<file path="src/rtl/ones_word_enum_if.sv">
// Handshake bundle for the fixed-weight word enumerator: request side plus output stream.
// master is the enumerator; slave is the requester/consumer.
interface ones_word_enum_if #(
  parameter int WIDTH = 12,
  parameter int CW    = 4,
  parameter int IW    = 10
);
  logic             start;
  logic [CW-1:0]    count;
  logic             out_valid;
  logic             out_ready;
  logic [WIDTH-1:0] out_word;
  logic [IW-1:0]    out_index;
  logic             out_last;
  logic             busy;
  logic             done;
  logic             err;

  modport master (
    input  start, count, out_ready,
    output out_valid, out_word, out_index, out_last, busy, done, err
  );

  modport slave (
    output start, count, out_ready,
    input  out_valid, out_word, out_index, out_last, busy, done, err
  );
endinterface

</file>
<file path="src/rtl/ones_word_enum.sv">
// Enumerates every WIDTH-bit word of popcount k in increasing order, one per handshake.
// state | meaning
// IDLE  | waiting for start; rejects count > WIDTH with an err pulse
// EMIT  | presenting out_word; advances to the next same-weight word on handshake
// DONE  | one-cycle done pulse after the last word was accepted
module ones_word_enum #(
  parameter int WIDTH = 12,
  parameter int CW    = 4,
  parameter int IW    = 10
) (
  input logic               clk,
  input logic               rst,
  ones_word_enum_if.master  bus
);

  typedef enum logic [1:0] {IDLE, EMIT, DONE} state_t;

  state_t           state, state_nx;
  logic [CW-1:0]    k;
  logic [WIDTH-1:0] word;
  logic [IW-1:0]    index;
  logic             err_q;

  logic             accept;
  logic             reject;
  logic             last;
  logic             hs;
  logic [WIDTH-1:0] first_word;
  logic [WIDTH-1:0] last_word;
  logic [WIDTH-1:0] low_bit;
  logic [WIDTH-1:0] ripple;
  logic [WIDTH-1:0] spill;
  logic [WIDTH-1:0] next_word;
  logic [CW-1:0]    tz;

  assign accept = (state == IDLE) && bus.start && (bus.count <= CW'(WIDTH));
  assign reject = (state == IDLE) && bus.start && (bus.count > CW'(WIDTH));

  assign first_word = ~({WIDTH{1'b1}} << bus.count);
  assign last_word  = ~({WIDTH{1'b1}} >> k);
  assign last       = (state == EMIT) && (word == last_word);
  assign hs         = (state == EMIT) && bus.out_ready;

  // Same-popcount successor: carry the lowest run up one place, then
  // re-pack the displaced ones at the bottom (shift instead of divide).
  assign low_bit = word & (~word + WIDTH'(1));
  assign ripple  = word + low_bit;
  assign spill   = (ripple ^ word) >> 2;

  always_comb begin
    tz = '0;
    for (int i = WIDTH - 1; i >= 0; i--) begin
      if (low_bit[i]) tz = CW'(i);
    end
  end

  assign next_word = ripple | (spill >> tz);

  always_ff @(posedge clk) begin
    if (rst) state <= IDLE;
    else     state <= state_nx;
  end

  always_comb begin
    state_nx = state;
    case (state)
      IDLE:    if (accept)      state_nx = EMIT;
      EMIT:    if (hs && last)  state_nx = DONE;
      DONE:                     state_nx = IDLE;
      default:                  state_nx = IDLE;
    endcase
  end

  always_ff @(posedge clk) begin
    if (rst) begin
      k     <= '0;
      word  <= '0;
      index <= '0;
      err_q <= 1'b0;
    end else begin
      err_q <= reject;
      if (accept) begin
        k     <= bus.count;
        word  <= first_word;
        index <= '0;
      end else if (hs && !last) begin
        word  <= next_word;
        index <= index + IW'(1);
      end
    end
  end

  assign bus.out_valid = (state == EMIT);
  assign bus.out_word  = word;
  assign bus.out_index = index;
  assign bus.out_last  = last;
  assign bus.busy      = (state != IDLE);
  assign bus.done      = (state == DONE);
  assign bus.err       = err_q;

endmodule

</file>
<file path="src/flat_wrapper.sv">
// flat-port wrapper written by rule: the top's interface ports become plain ports
module ones_word_enum_flat 
#(
  parameter int WIDTH = 12,
  parameter int CW    = 4,
  parameter int IW    = 10
)
  (clk, rst, bus_start, bus_count, bus_out_ready, bus_out_valid, bus_out_word, bus_out_index, bus_out_last, bus_busy, bus_done, bus_err);
  ones_word_enum_if #(.WIDTH(WIDTH), .CW(CW), .IW(IW)) bus_i ();
  input logic clk;
  input logic rst;
  input wire logic [$bits(bus_i.start)-1:0] bus_start;
  input wire logic [$bits(bus_i.count)-1:0] bus_count;
  input wire logic [$bits(bus_i.out_ready)-1:0] bus_out_ready;
  output wire logic [$bits(bus_i.out_valid)-1:0] bus_out_valid;
  output wire logic [$bits(bus_i.out_word)-1:0] bus_out_word;
  output wire logic [$bits(bus_i.out_index)-1:0] bus_out_index;
  output wire logic [$bits(bus_i.out_last)-1:0] bus_out_last;
  output wire logic [$bits(bus_i.busy)-1:0] bus_busy;
  output wire logic [$bits(bus_i.done)-1:0] bus_done;
  output wire logic [$bits(bus_i.err)-1:0] bus_err;
  assign bus_i.start = bus_start;
  assign bus_i.count = bus_count;
  assign bus_i.out_ready = bus_out_ready;
  assign bus_out_valid = bus_i.out_valid;
  assign bus_out_word = bus_i.out_word;
  assign bus_out_index = bus_i.out_index;
  assign bus_out_last = bus_i.out_last;
  assign bus_busy = bus_i.busy;
  assign bus_done = bus_i.done;
  assign bus_err = bus_i.err;
  ones_word_enum #(.WIDTH(WIDTH), .CW(CW), .IW(IW)) u_core (.clk(clk), .rst(rst), .bus(bus_i));
endmodule
</file>
<file path="config.mk">
export PLATFORM = sky130hd
export DESIGN_NAME = ones_word_enum_flat
export DESIGN_NICKNAME = d
export VERILOG_FILES = /design/src/rtl/ones_word_enum_if.sv /design/src/rtl/ones_word_enum.sv /design/src/flat_wrapper.sv
export SDC_FILE = /design/constraint.sdc
export NUM_CORES = 1
export LEC_CHECK = 0
export BUFFER_PORTS_ARGS = -buffer_cell sky130_fd_sc_hd__buf_4
export CORE_MARGIN = 5
export CORE_UTILIZATION = 59
export DETAILED_ROUTE_END_ITERATION = 12
export GPL_TIMING_DRIVEN = 0
export MAX_ROUTING_LAYER = met4
export PLACE_DENSITY = 0.81
export SLEW_MARGIN = 20
export SYNTH_ARGS = -nofsm -noshare
export SYNTH_HDL_FRONTEND = slang
export SYNTH_SLANG_ARGS = --single-unit
</file>
<file path="constraint.sdc">
create_clock -name clk -period 3.65 [get_ports clk]
set_input_delay 1.095 -clock clk [delete_from_list [all_inputs] [get_ports clk]]
set_output_delay 1.095 -clock clk [all_outputs]
set_load 0.03 [all_outputs]
</file>
==> run_results.csv <==
group,metric,value,unit
setup_path,crit_chain,"clkbuf_1, o21ai_0, xnor2_1, a2111oi_2, and4_1, buf_4",
drt,postRouteAntennaNets,0,
setup_path,cp-start-kind,"register",
setup_path,crit_fanout,10,
clocking,cts_buffers,5,
yosys,ys.warnings.count,0,
setup_path,startpoint,"u_core.k[1]",
yosys,ys_seq_area_frac,0.221,
sta,hold_viol,0,
floorplanning,die_w,76.7,µm
sta,fin_crit,3400,ps
setup_path,cp_num_buf_inv,2,
yosys,synth_flop_cell,"dfxtp_1",
yosys,synth_cell_type_count,70,
global_route,grt_max_degree,11,
yosys,netlist_area,2630,µm²
global_route,grt_usage,0.288,
clocking,worstSkewPairLatency,290,ps
clocking,cts.sinks,29,
cells_and_area,n_antenna_cell,0,
sta,rsz0062_at_grt,"no",
sta,slew_headroom,0.587,
cells_and_area,final_common_cell,"nor2_1",
yosys,synthCells,374,
sta,hold_slack,527,ps
placement,gp_congestion,0.934,
floorplanning,rows,24,
floorplanning,initial_core_util,0.607,
floorplanning,die_area,5880,µm²
outcome,status,"finished clean",
setup_path,slowest_delay,370,ps
setup_path,slowest_stage,"clkbuf_1",
global_route,antenna_found_initial,0,
floorplanning,die_h,76.7,µm
cells_and_area,final_nets,422,
placement,dp_cells,458,
cells_and_area,final_cells,466,
floorplanning,io_pins,35,
sta,setup_viol,0,
drt,vias,3095,
drt,drt_first_pass_iters,5,
drt,drtIter0Drc,337,
sta,setup_tns,0,ps
sta,clock_skew,4.93,ps
cells_and_area,utilization,0.710,
floorplanning,core_region_area,4320,µm²
drt,vias_per_cell,6.64,
yosys,synth_edf_count,0,
setup_path,end_kind,"primary output",
global_route,grt.met3_usage,0.0515,
global_route,gr-usage-met1,0.380,
global_route,grt_use_met2,0.452,
cells_and_area,most-common-layout-cells,"nor2_1 (41), nand2_1 (38), a21oi_1 (34)",
setup_path,crit_type,"register to primary output",
global_route,grt-busiest-layer,"met2",
placement,hpwl,6080,µm
clocking,cts_root_buffer,"clkbuf_8",
global_route,grt.overflow.total,0,
clocking,htreeDepth,2,
sta,finalCritPeriodShare,0.930,
power_and_ir_drop,p_leak,0.00116,µW
clocking,clockBufferDepth,2,
drt,wl,8380,µm
min_path,worstHoldStart,"u_core.bus.out_index[9]",
yosys,synth_nets,383,
setup_path,cp.required,2550,ps
setup_path,r2r-start,"u_core.bus.out_word[6]",
min_path,hold_path_class,"register to register",
yosys,ys_async_sr_fraction,0,
placement,portBuffers,32,
global_route,grt_pass1_wl,13900,µm
power_and_ir_drop,vdd_drop_max,0.000257,V
yosys,syn_area_per_cell,7.02,µm²
setup_path,worstPathArrival,2300,ps
clocking,cts_tree,"built",
setup_path,crit_family,"buffers and inverters",
power_and_ir_drop,powerDensity,437,nW/µm²
flow_run,max-cap-violations,0,
yosys,ys_ff_latch,29,
drt,drt-wirelength-per-cell,18.0,µm
drt,drc,0,
cells_and_area,area_growth,17.0,%
cells_and_area,fill_cells,382,
cells_and_area,drive_gt1_frac,0.155,
clocking,path_clk_slew,70,ps
global_route,grt_pass1_vias,2827,
sta,worst-slew-pin-transition,620,ps
sta,drv_slew,0,
sta,fmax,294,MHz
-- per-layer routing --
layer / vias to the layer above / wire, µm / share of wire
met5: - / 0 / 0
met2: 153 / 3920 / 0.47
li1: 1451 / - / -
met3: 21 / 581 / 0.069
met1: 1470 / 3700 / 0.44
met4: 0 / 176 / 0.021
-- synthesized netlist by cell type, types with 5 or more instances --
library cell,instances,area share
clkbuf_1,25,0.036
mux2i_1,8,0.031
xor2_1,8,0.027
nor3_1,8,0.015
nor2_1,41,0.059
o211ai_1,9,0.026
nand4_1,5,0.012
o31ai_1,8,0.023
nand2_1,38,0.054
xnor2_1,7,0.023
inv_1,9,0.013
nand2b_1,7,0.017
o21ai_0,24,0.046
a31oi_1,6,0.014
nand3_1,11,0.021
a21oi_1,34,0.065
dfxtp_1,29,0.22
nor2b_1,8,0.019
buf_2,6,0.011
and2_1,6,0.014
and3_1,5,0.012
-- sequential cells by signal (all words and copies together), names as in the netlist --
signal and flops:
u_core.bus.out_word 12, u_core.bus.out_index 10, u_core.k 4, u_core.state 2, u_core.bus.err 1
-- cells by family after synthesis --
logic type                 Yosys count  share of synthesized area
AOI/OAI and AO/OA                  124                      0.330
DFF                                 29                      0.221
muxes                                9                     0.0348
adders and majority gates            1                    0.00477
buffers and inverters               43                     0.0658
xor gates and xnor gates            15                     0.0500
and+or+nand+nor                    153                      0.293
-- worst reg2reg max path, stage by stage (launching register included) --
cell and delay, ps:
dfxtp_1 440, buf_1 520, nor3_1 110, a31oi_1 160, o31ai_1 120, a41oi_2 480
o21ai_0 290, or4b_1 520, a311oi_1 320
-- power breakdown --
group          switching (µW)  total, µW  internal, µW
Sequential               32.9        369           336
Combinational             371        573           202
Clock                     127        398           271
-- per-stage QoR --
step	instance area [µm²]	setup WS (ps)	power [µW]
floorplan	2630	700	784
global placement	2930	541	919
detailed placement	2930	508	926
CTS	3060	19.9	1320
global route	3070	74.1	1410
finish	3070	254	1340
-- layout make-up --
| cell class | instances | area (µm²) | area share |
|---|---|---|---|
| multi-input cells | 302 | 1880 | 0.612 |
| flip-flops and latches | 29 | 581 | 0.189 |
| repair buffers | 32 | 240 | 0.0782 |
| plain buffers | 34 | 139 | 0.0452 |
| clock buffers | 5 | 68.8 | 0.0224 |
| clock inverters | 3 | 65.1 | 0.0212 |
| well taps | 52 | 65.1 | 0.0212 |
| inverters | 9 | 33.8 | 0.0110 |
-- repair_timing --
item,in CTS,in global routing
gates resized for setup,0,2
buffers inserted,0,0
hold buffers,0,0
setup endpoints to repair,0,1
-- path summary, 6_finish.rpt --
check                       endpoint  slack [ps]  depth (start not counted)
max reg2reg  u_core.bus.out_word[11]         590                          8
min          u_core.bus.out_index[9]         530                          2
min reg2reg  u_core.bus.out_index[9]         530                          2
max                     bus_out_last         250                          6
Power figures use the tool's default switching activity.
